## config.mk

```make
export PLATFORM = sky130hd
export DESIGN_NAME = ps2_key_event_queue
export DESIGN_NICKNAME = d
export VERILOG_FILES = /design/src/rtl/ps2_key_event_queue.sv
export SDC_FILE = /design/constraint.sdc
export NUM_CORES = 1
export LEC_CHECK = 0
export ABC_AREA = 1
export BUFFER_PORTS_ARGS = -buffer_cell sky130_fd_sc_hd__buf_2
export CORE_AREA = 4 4 272 274
export CTS_BUF_LIST = sky130_fd_sc_hd__clkbuf_4
export CTS_CLUSTER_DIAMETER = 120
export DETAILED_ROUTE_END_ITERATION = 16
export DIE_AREA = 0 0 276 278
export PLACE_DENSITY = 0.66
export SLEW_MARGIN = 20
export SYNTH_ARGS = -nofsm -noshare
export SYNTH_HDL_FRONTEND = slang
export SYNTH_SLANG_ARGS = --single-unit
```

## constraint.sdc

```tcl
create_clock -name clk -period 3.2 [get_ports clk]
set_input_delay 0.48 -clock clk [delete_from_list [all_inputs] [get_ports clk]]
set_output_delay 0.48 -clock clk [all_outputs]
set_load 0.03 [all_outputs]
```

## src/rtl/ps2_key_event_queue.sv

```systemverilog
// PS/2 byte-stream parser (E0/F0 prefixes) with a 512-key down map and a FWFT event FIFO.
// Optional build macro: TYPEMATIC_FILTER_EN drops auto-repeat makes for keys already held.
module ps2_key_event_queue #(
  parameter int          FIFO_DEPTH = 8,
  parameter int          OVF_CNT_W  = 8,
  parameter logic [7:0]  INIT_CODE  = 8'hAA
) (
  input  logic                          clk,
  input  logic                          rst,
  input  logic                          byte_valid,
  input  logic [7:0]                    byte_data,
  output logic                          ev_valid,
  input  logic                          ev_ready,
  output logic [9:0]                    ev_data,
  output logic [511:0]                  key_down,
  output logic                          any_down,
  output logic [$clog2(FIFO_DEPTH):0]   fifo_level,
  output logic [OVF_CNT_W-1:0]          ovf_count,
  output logic                          kbd_ready
);

  localparam int AW    = $clog2(FIFO_DEPTH);
  localparam int LVL_W = AW + 1;

  typedef struct packed {
    logic       ext;
    logic       brk;
    logic [7:0] code;
  } ev_t;

  typedef enum logic [2:0] {
    S_WAIT_INIT,
    S_IDLE,
    S_EXT,
    S_BRK,
    S_EXT_BRK
  } state_t;

  state_t state, state_nxt;

  logic is_e0, is_f0, is_err, is_init;
  assign is_e0   = (byte_data == 8'hE0);
  assign is_f0   = (byte_data == 8'hF0);
  assign is_err  = (byte_data == 8'h00) || (byte_data == 8'hFF);
  assign is_init = (byte_data == INIT_CODE);

  // State register
  always_ff @(posedge clk or negedge rst) begin
    if (!rst) state <= S_WAIT_INIT;
    else      state <= state_nxt;
  end

  // Next-state logic; the parser only advances on a byte strobe
  always_comb begin
    state_nxt = state;
    if (byte_valid) begin
      unique case (state)
        S_WAIT_INIT: if (is_init) state_nxt = S_IDLE;
        S_IDLE: begin
          if (is_e0)      state_nxt = S_EXT;
          else if (is_f0) state_nxt = S_BRK;
        end
        S_EXT: begin
          if (is_f0)      state_nxt = S_EXT_BRK;
          else if (!is_e0) state_nxt = S_IDLE;
        end
        S_BRK, S_EXT_BRK: state_nxt = S_IDLE;
        default:          state_nxt = S_WAIT_INIT;
      endcase
    end
  end

  // Output decode: which event (if any) this byte produces
  logic emit, em_ext, em_brk, arm, kd_clr;
  always_comb begin
    emit   = 1'b0;
    em_ext = 1'b0;
    em_brk = 1'b0;
    arm    = 1'b0;
    kd_clr = 1'b0;
    if (byte_valid) begin
      unique case (state)
        S_WAIT_INIT: arm = is_init;
        S_IDLE: begin
          if (!is_e0 && !is_f0) begin
            if (is_init)      kd_clr = 1'b1;
            else if (!is_err) emit   = 1'b1;
          end
        end
        S_EXT: begin
          emit   = !is_e0 && !is_f0 && !is_err;
          em_ext = 1'b1;
        end
        S_BRK: begin
          emit   = !is_e0 && !is_f0 && !is_err;
          em_brk = 1'b1;
        end
        S_EXT_BRK: begin
          emit   = !is_e0 && !is_f0 && !is_err;
          em_ext = 1'b1;
          em_brk = 1'b1;
        end
        default: ;
      endcase
    end
  end

  always_ff @(posedge clk or negedge rst) begin
    if (!rst)     kbd_ready <= 1'b0;
    else if (arm) kbd_ready <= 1'b1;
  end

  logic [8:0] kd_idx;
  logic       kd_hit;
  assign kd_idx = {em_ext, byte_data};
  assign kd_hit = key_down[kd_idx];

  // A break to a key already up simply rewrites a zero
  always_ff @(posedge clk or negedge rst) begin
    if (!rst)        key_down <= '0;
    else if (kd_clr) key_down <= '0;
    else if (emit)   key_down[kd_idx] <= ~em_brk;
  end

  assign any_down = |key_down;

  logic push_req;
`ifdef TYPEMATIC_FILTER_EN
  assign push_req = emit && !(!em_brk && kd_hit);
`else
  assign push_req = emit;
  logic unused_hit;
  assign unused_hit = kd_hit;
`endif

  ev_t new_ev;
  assign new_ev = '{ext: em_ext, brk: em_brk, code: byte_data};

  logic                         full, pop, push, drop;
  logic [AW-1:0]                rd_ptr, wr_ptr;
  logic [FIFO_DEPTH-1:0][9:0]   mem;

  assign ev_valid = (fifo_level != '0);
  assign full     = (fifo_level == LVL_W'(FIFO_DEPTH));
  assign pop      = ev_valid && ev_ready;
  // A pop in the same cycle frees the slot, so a full FIFO can still take a push
  assign push     = push_req && (!full || pop);
  assign drop     = push_req && full && !pop;
  assign ev_data  = mem[rd_ptr];

  always_ff @(posedge clk or negedge rst) begin
    if (!rst) begin
      mem        <= '0;
      rd_ptr     <= '0;
      wr_ptr     <= '0;
      fifo_level <= '0;
    end else begin
      if (push) begin
        mem[wr_ptr] <= new_ev;
        wr_ptr      <= wr_ptr + 1'b1;
      end
      if (pop) rd_ptr <= rd_ptr + 1'b1;
      if (push && !pop)      fifo_level <= fifo_level + 1'b1;
      else if (pop && !push) fifo_level <= fifo_level - 1'b1;
    end
  end

  always_ff @(posedge clk or negedge rst) begin
    if (!rst)                         ovf_count <= '0;
    else if (drop && ovf_count != '1) ovf_count <= ovf_count + 1'b1;
  end

endmodule

```

==> run metrics, run 1 <==
outcome=finished clean; clk_lat worst skew=1.05 ns; Crit. path cell count=9; Detail Placement HPWL=about 81,000 um; first-pass GRT wire length=~190,000 um; mux cell area share after synthesis=less than 1%; Worst Skew=0.0594 ns; fin area=38,900 um^2; setup violators final=0; Max Fclk=roughly 320 MHz; min setup slack post-route=between 0.02 and 0.03 ns; critical path class=reg -> out; final worst path period need=3.17 ns; Reg2Reg Depth=10; GPL Wtd Cong=roughly 0.9; Max transition margin=roughly 37%; Hold Path Stages=5; Crit Path Max Fanout=3; post-synthesis area per instance=between 7 and 8 um^2; initial drt markers=around 3,900; Final period util=approximately 100%; RSZ-0062 raised after global routing=yes; Vias=between 30,000 and 40,000; Yosys warning total=0; total power=about 26 mW; Mapped Area=32,100 um^2; Leak Pwr=roughly 22 nW; TritonCTS Buffers=between 150 and 200; Synth Net Count=4,557; PortBufs=around 550; max cap viols=0; Top-Level Pins=about 550; dpl ws=about 0.034 ns; # nets final=approximately 5,200; via/cell ratio=approximately 5.4; Simple-Gate Fraction of Synth Area=a little under two fifths; CTS tree=yes; Crit. End Element=primary output; Slew Limit Fails=0; total grt overflow=0; CP max stage delay=around 0.48 ns; clk root buf=clkbuf_4; worst path arrival time=2.69 ns; post-synth cell types=36; gr usage total=between 30% and 40%; Synth Area in Compound Gates=approximately 5.8%; Die X=276 um; # fillers=7,023; largest net degree at the start of global routing=a little over 200; post-synth top area share=around 48%; final hold vios=0; flops & latches, synth=around 600; number of global-route vias before repair=around 31,000; Worst Setup Start Kind=flop; clock-pin slew on the worst setup and hold paths=around 0.060 ns; setup_tns=0 ns; Area after DPL=about 36,000 um^2; Worst Path Buf+Inv=1; xor/xnor share of the synthesized area=less than 1%; post-synthesis adder-cell area fraction=less than 1%; crit-path leading delay family=simple AND/OR/NAND/NOR gates; CP most frequent cell=nand2_1; Site Rows=between 90 and 100; Cell Pwr Density=approximately 670 nW/um^2; H-tree level count=4; P&R area growth vs syn=21.2%; Longest Clk Path Bufs=3; Peak VDD IR=approximately 570 uV; Slowest-stage cell, CP=dfrtp_2; antenna violations before repair=3; clk sinks=slightly above 600; Post-synth ARST share=100%; DRC viols=0; Worst R2R Setup Slack=0.42 ns; Seq/Total Area, Yosys=between 40% and 50%; die height=between 200 and 300 um; Synth area leaders=dfrtp_1 48%, nand2_1 18%, nor2_1 8.3%; first drt pass iteration count=8; CP Cell Sequence=nor2_1, nand4_1, nor2_2, nand2_1, nor2_2, nand2_1, nor2_1, nand2_1, buf_6; synthesized instance count=roughly 4,500; core area=71,400 um^2; leading area contributor after synthesis=dfrtp_1; main combinational cell family by area after synthesis=simple AND/OR/NAND/NOR gates; Initial Util=between 40 and 50%; WL/cell=20.2 um; ys flop type=dfrtp_1; number of synthesized flops with an enable pin=0; Routed Antenna Nets=0; Slew @ Worst Pin=0.946 ns; Routed WL=~130,000 um; die footprint=approximately 77,000 um^2; Hold WC Path Type=in -> reg; share of layout cells above drive strength 1=20.5%; CP required=approximately 2.7 ns
flip-flops by register name, summed over array words and instances (netlist names):
signal,flops
key_down,512
mem,80
ovf_count,8
fifo_level,4
rd_ptr,3
state,3
wr_ptr,3
kbd_ready,1
cell type report:
type	instances	area (um^2)	share of cell area (%)
Sequential cell	614	15400	39.5
Multi-Input combinational cell	3287	14400	37.0
Timing Repair Buffer	719	4410	11.3
Clock buffer	268	2010	5.18
Inverter	345	1300	3.34
Tap cell	950	1190	3.06
Clock inverter	29	206	0.531
Antenna cell	5	12.5	0.0322
repair_timing:
item / 4_1_cts / 5_1_grt
hold buffers: 12 / 0
gates cloned: 0 / 1
gates resized for setup: 29 / 41
buffers inserted: 5 / 6
pin swaps: 9 / 17
setup endpoints to repair: 11 / 9
endpoints found under the hold margin: 598 / 0
per-layer routing:
metal	up-vias	part of all wire, %	global-route usage, %
met2	1579	45	48.6
met1	15885	41	43.1
li1	15669	-	-
met4	0	4.8	14.2
met5	-	0	0
met3	304	9.0	7.43
final timing paths:
kind / start / end
max reg2reg: state[2]$_DFFE_PN0P_ / key_down[146]$_DFFE_PN0P_
min: byte_data[3] / mem[63]$_DFFE_PN0P_
max: key_down[399]$_DFFE_PN0P_ / any_down
min reg2reg: mem[63]$_DFFE_PN0P_ / mem[63]$_DFFE_PN0P_
max in group asynchronous: rst / key_down[344]$_DFFE_PN0P_
min in group asynchronous: rst / key_down[347]$_DFFE_PN0P_
stage by stage:
step | hold WS, ns | utilization (%) | std cells
floorplan | 0.184 | - | 4538
global placement | 0.449 | 50.7 | 5891
detailed placement | 0.453 | 50.7 | 5891
CTS | 0.00363 | 54.1 | 6205
global route | 0.0674 | 54.4 | 6213
finish | 0.115 | 54.5 | 6217
kinds of logic (layout without fill, tap and decap cells):
kind of cell	count (synthesis)	after routing
buffers and inverters	637	1361
adders and majority gates	7	7
muxes	1	1
and+or+nand+nor	2914	2914
AOI/OAI and AO/OA	352	352
other	0	5
DFF	614	614
xor gates and xnor gates	13	13
layout by cell type (no fill, tap or decap), drive strengths merged, types with 12 or more instances in the layout:
cell and instances:
nand2 1545, nor2 725, buf 706, dfrtp 614
nand3 487, inv 345, clkbuf 269, o21ai 237
nand4 136, a21oi 89, clkinv 24, o32ai 20
and2 13, dlygate4sd3 12
worst register-to-register path, delay by kind of cell (launching register included):
kind                   cells  cell delay (ns)
flip-flops                 1             0.44
buffers and inverters      4             1.37
AO/OA/AOI/OAI              1             0.08
AND/OR/NAND/NOR            5             0.76
power breakdown:
group          internal (mW)  leakage (nW)  switching [mW]
Combinational           2.52          12.1            6.31
Sequential              8.79          8.39           0.935
Clock                   4.01          1.33            3.45
cells in the mapped netlist, types with 8 or more instances:
library cell	instances
a21oi_1	89
and2_1	12
buf_1	11
buf_2	128
clkbuf_1	146
dfrtp_1	614
inv_1	334
inv_2	10
nand2_1	1543
nand3_1	477
nand3_2	10
nand4_1	135
nor2_1	713
nor2_2	9
o21ai_0	127
o21ai_1	110
o32ai_1	20
xnor2_1	8
(Power assumes the default switching activity.)
==> run 2: changes to the inputs <==
--- a/config.mk
+++ b/config.mk
@@ -13,6 +13,7 @@
 export DETAILED_ROUTE_END_ITERATION = 16
 export DIE_AREA = 0 0 276 278
 export PLACE_DENSITY = 0.66
+export SETUP_SLACK_MARGIN = 0.3
 export SLEW_MARGIN = 20
 export SYNTH_ARGS = -nofsm -noshare
 export SYNTH_HDL_FRONTEND = slang
==> run 2 against run 1 <==
Against the previous run: count of clock-buffer cells in the layout is the same; non-clock buffer count grew 17; combinational power up 13%; via count up 0.93%; worst hold slack better by 0.028 ns; critical path depth did not move; largest power group is now combinational cells; clock power barely moved.
==> run metrics, run 2 (synthesis gave the netlist of run 1 again) <==
outcome=finished clean; CP most frequent cell=nand2_1; clk_lat worst skew=1.03 ns (-0.02 ns); Final period util=98.8% (-0.26 points); Reg with most FFs=key_down; Switching Fraction=41.2% (+0.10 points); Detail Placement HPWL=81,500 um (unchanged); Largest register FFs=512 (unchanged); Routed Antenna Nets=0 (unchanged); worst path arrival time=2.68 ns (about the same); Longest Clk Path Bufs=3 (unchanged); P&R area growth vs syn=23.5%; Site Rows=98 (unchanged); Slowest-stage cell, CP=dfrtp_2; Seq pwr share=36.0% (-1.4 points); register area=15,400 um^2 (unchanged); antenna violations before repair=3 (unchanged); GPL Wtd Cong=0.890 (unchanged); largest registers=key_down x512, mem x80, ovf_count x8; final core utilization=55.5% (+1.0 points); clock-pin slew on the worst setup and hold paths=0.06 ns (about the same); largest net degree at the start of global routing=207 (unchanged); initial drt markers=3,788 (-1.7%); total grt overflow=0 (unchanged); PortBufs=548 (unchanged); Die X=276 um (unchanged); Max transition margin=39.1% (+2.2 points); Max Fclk=316 MHz (+0.26%); max cap viols=0 (unchanged); RSZ-0062 raised after global routing=yes; DRC viols=0 (unchanged); Cell Pwr Density=690 nW/um^2 (+3.1%); CTS tree=yes; Worst Setup Start Kind=flop; Crit Path Max Fanout=3 (unchanged); Initial Util=44.9% (unchanged); final worst path period need=3.16 ns (-0.00832 ns); Crit. End Element=primary output; footprint of the multi-input gates=14,700 um^2 (+2.4%); setup violators final=0 (unchanged); share of layout cells above drive strength 1=21.9% (+1.3 points); Slew @ Worst Pin=0.914 ns (-0.0323 ns); critical path class=reg -> out; die footprint=76,700 um^2 (unchanged); switching power=11.3 mW (+5.3%); clk sinks=614 (unchanged); Top-Level Pins=549 (unchanged); Logic pwr share=36.7% (+2.7 points); H-tree level count=4 (unchanged); gr usage total=32.0% (+0.30 points); die height=278 um (unchanged); CP Cell Sequence=nor2_1, nand4_1, nor2_2, nand2_1, nor2_2, nand2_1, nor2_1, nand2_1, buf_6; WL/cell=20.3 um (+0.89%); first-pass GRT wire length=192,000 um (+0.95%); CP max stage delay=0.49 ns (about the same); Worst Path Buf+Inv=1 (unchanged); Routed WL=127,000 um (+1.1%); CP required=2.72 ns (about the same); commonest cells after routing, fill and taps aside=1,525 x nand2_1, 651 x nor2_1, 610 x dfrtp_1; Vias=33,749 (+0.93%); final hold vios=0 (unchanged); # nets final=5,174 (+0.33%); number of global-route vias before repair=31,417 (+1.0%); TritonCTS Buffers=171 (unchanged); clk root buf=clkbuf_4; via/cell ratio=5.42 (+0.69%); clock power share=27.3% (-1.4 points); Leak Pwr=22.0 nW (+1.1%); total power=27.3 mW (+5.0%); Hold WC Path Type=in -> reg; commonest non-fill, non-tap cell in the layout=nand2_1; # fillers=6,924 (-1.4%); core area=71,400 um^2 (unchanged); Pint=16.1 mW (+4.8%); Slew Limit Fails=0 (unchanged); crit-path leading delay family=simple AND/OR/NAND/NOR gates; Peak VDD IR=441 uV (-23%); first drt pass iteration count=6 (-2); Worst Skew=0.0711 ns (+0.0118 ns)
## run 2: cell count changes in the layout (fill, tap and decap cells not counted), moves of 5 or more
cell     change
o32ai_1     -12
nor2_2      +14
buf_8        +5
buf_16       +6
nor2_4      +20
nand2_1      -5
buf_6       +14
buf_2        -6
o21ai_0     -13
o32ai_2     +10
nand2_2      +5
o21ai_1      +7
nor2_1      -34
## run 2: through the flow
stage	setup slack [ns]	cell area, um^2	TNS, ns	cells	hold WS [ns]
global placement	0.146	36200	0	5891	0.449
floorplan	0.411	32100	0	4538	0.184
global route	-0.137	39600	-0.137	6230	0.0596
finish	0.0371	39600	0	6232	0.143
CTS	-0.196	39200	-0.196	6218	0.00363
detailed placement	0.0344	36200	0	5891	0.453
## run 2: what timing repair did
action,4_1_cts,5_1_grt
hold buffers,12,0
buffers inserted,13,9
resized for setup,131,77
setup endpoints to repair,11,67
gates cloned,5,2
endpoints found under the hold margin,598,0
pin swaps,33,35
## run 2: final timing paths
check | from | to | slack (ns) | cells past startpoint
worst min register to register | mem[67]$_DFFE_PN0P_ | mem[67]$_DFFE_PN0P_ | 0.47 | 2
max in group asynchronous | rst | key_down[344]$_DFFE_PN0P_ | 1.53 | 4
min in group asynchronous | rst | key_down[347]$_DFFE_PN0P_ | 0.62 | 3
worst max register to register | state[2]$_DFFE_PN0P_ | fifo_level[3]$_DFFE_PN0P_ | 0.54 | 15
worst min-delay path | byte_data[3] | mem[63]$_DFFE_PN0P_ | 0.14 | 5
worst max-delay path | key_down[399]$_DFFE_PN0P_ | any_down | 0.04 | 9
## run 2: per-layer routing
| layer | global-route usage [%] | vias up | routed length (um) |
|---|---|---|---|
| met1 | 43.0 | 16042 | 51300 |
| li1 | - | 15723 | - |
| met4 | 14.7 | 0 | 5910 |
| met5 | 0 | - | 0 |
| met3 | 8.07 | 312 | 11900 |
| met2 | 49.0 | 1672 | 57700 |
## run 2: power by group through the flow
stage	Combinational, mW	Sequential, mW	Clock [mW]
6_report	10.0	9.82	7.46
5_1_grt	10.8	9.92	8.09
4_1_cts	9.44	9.75	7.63
3_5_place_dp	8.34	9.84	0
3_3_place_gp	8.25	9.83	0
2_1_floorplan	4.64	10.6	0
## run 2: layout make-up
class	instances	area share (%)
Tap cell	950	3.00
Inverter	345	3.28
Timing Repair Buffer	736	12.1
Multi-Input combinational cell	3287	37.2
Sequential cell	614	38.8
Clock inverter	29	0.522
Clock buffer	268	5.08
Antenna cell	3	0.0190
## run 2: tightest hold or removal path, stage by stage
cell     delay (ns)
buf_2          0.15
buf_4          0.15
buf_4          0.17
nand4_1        0.09
nand2_1        0.05
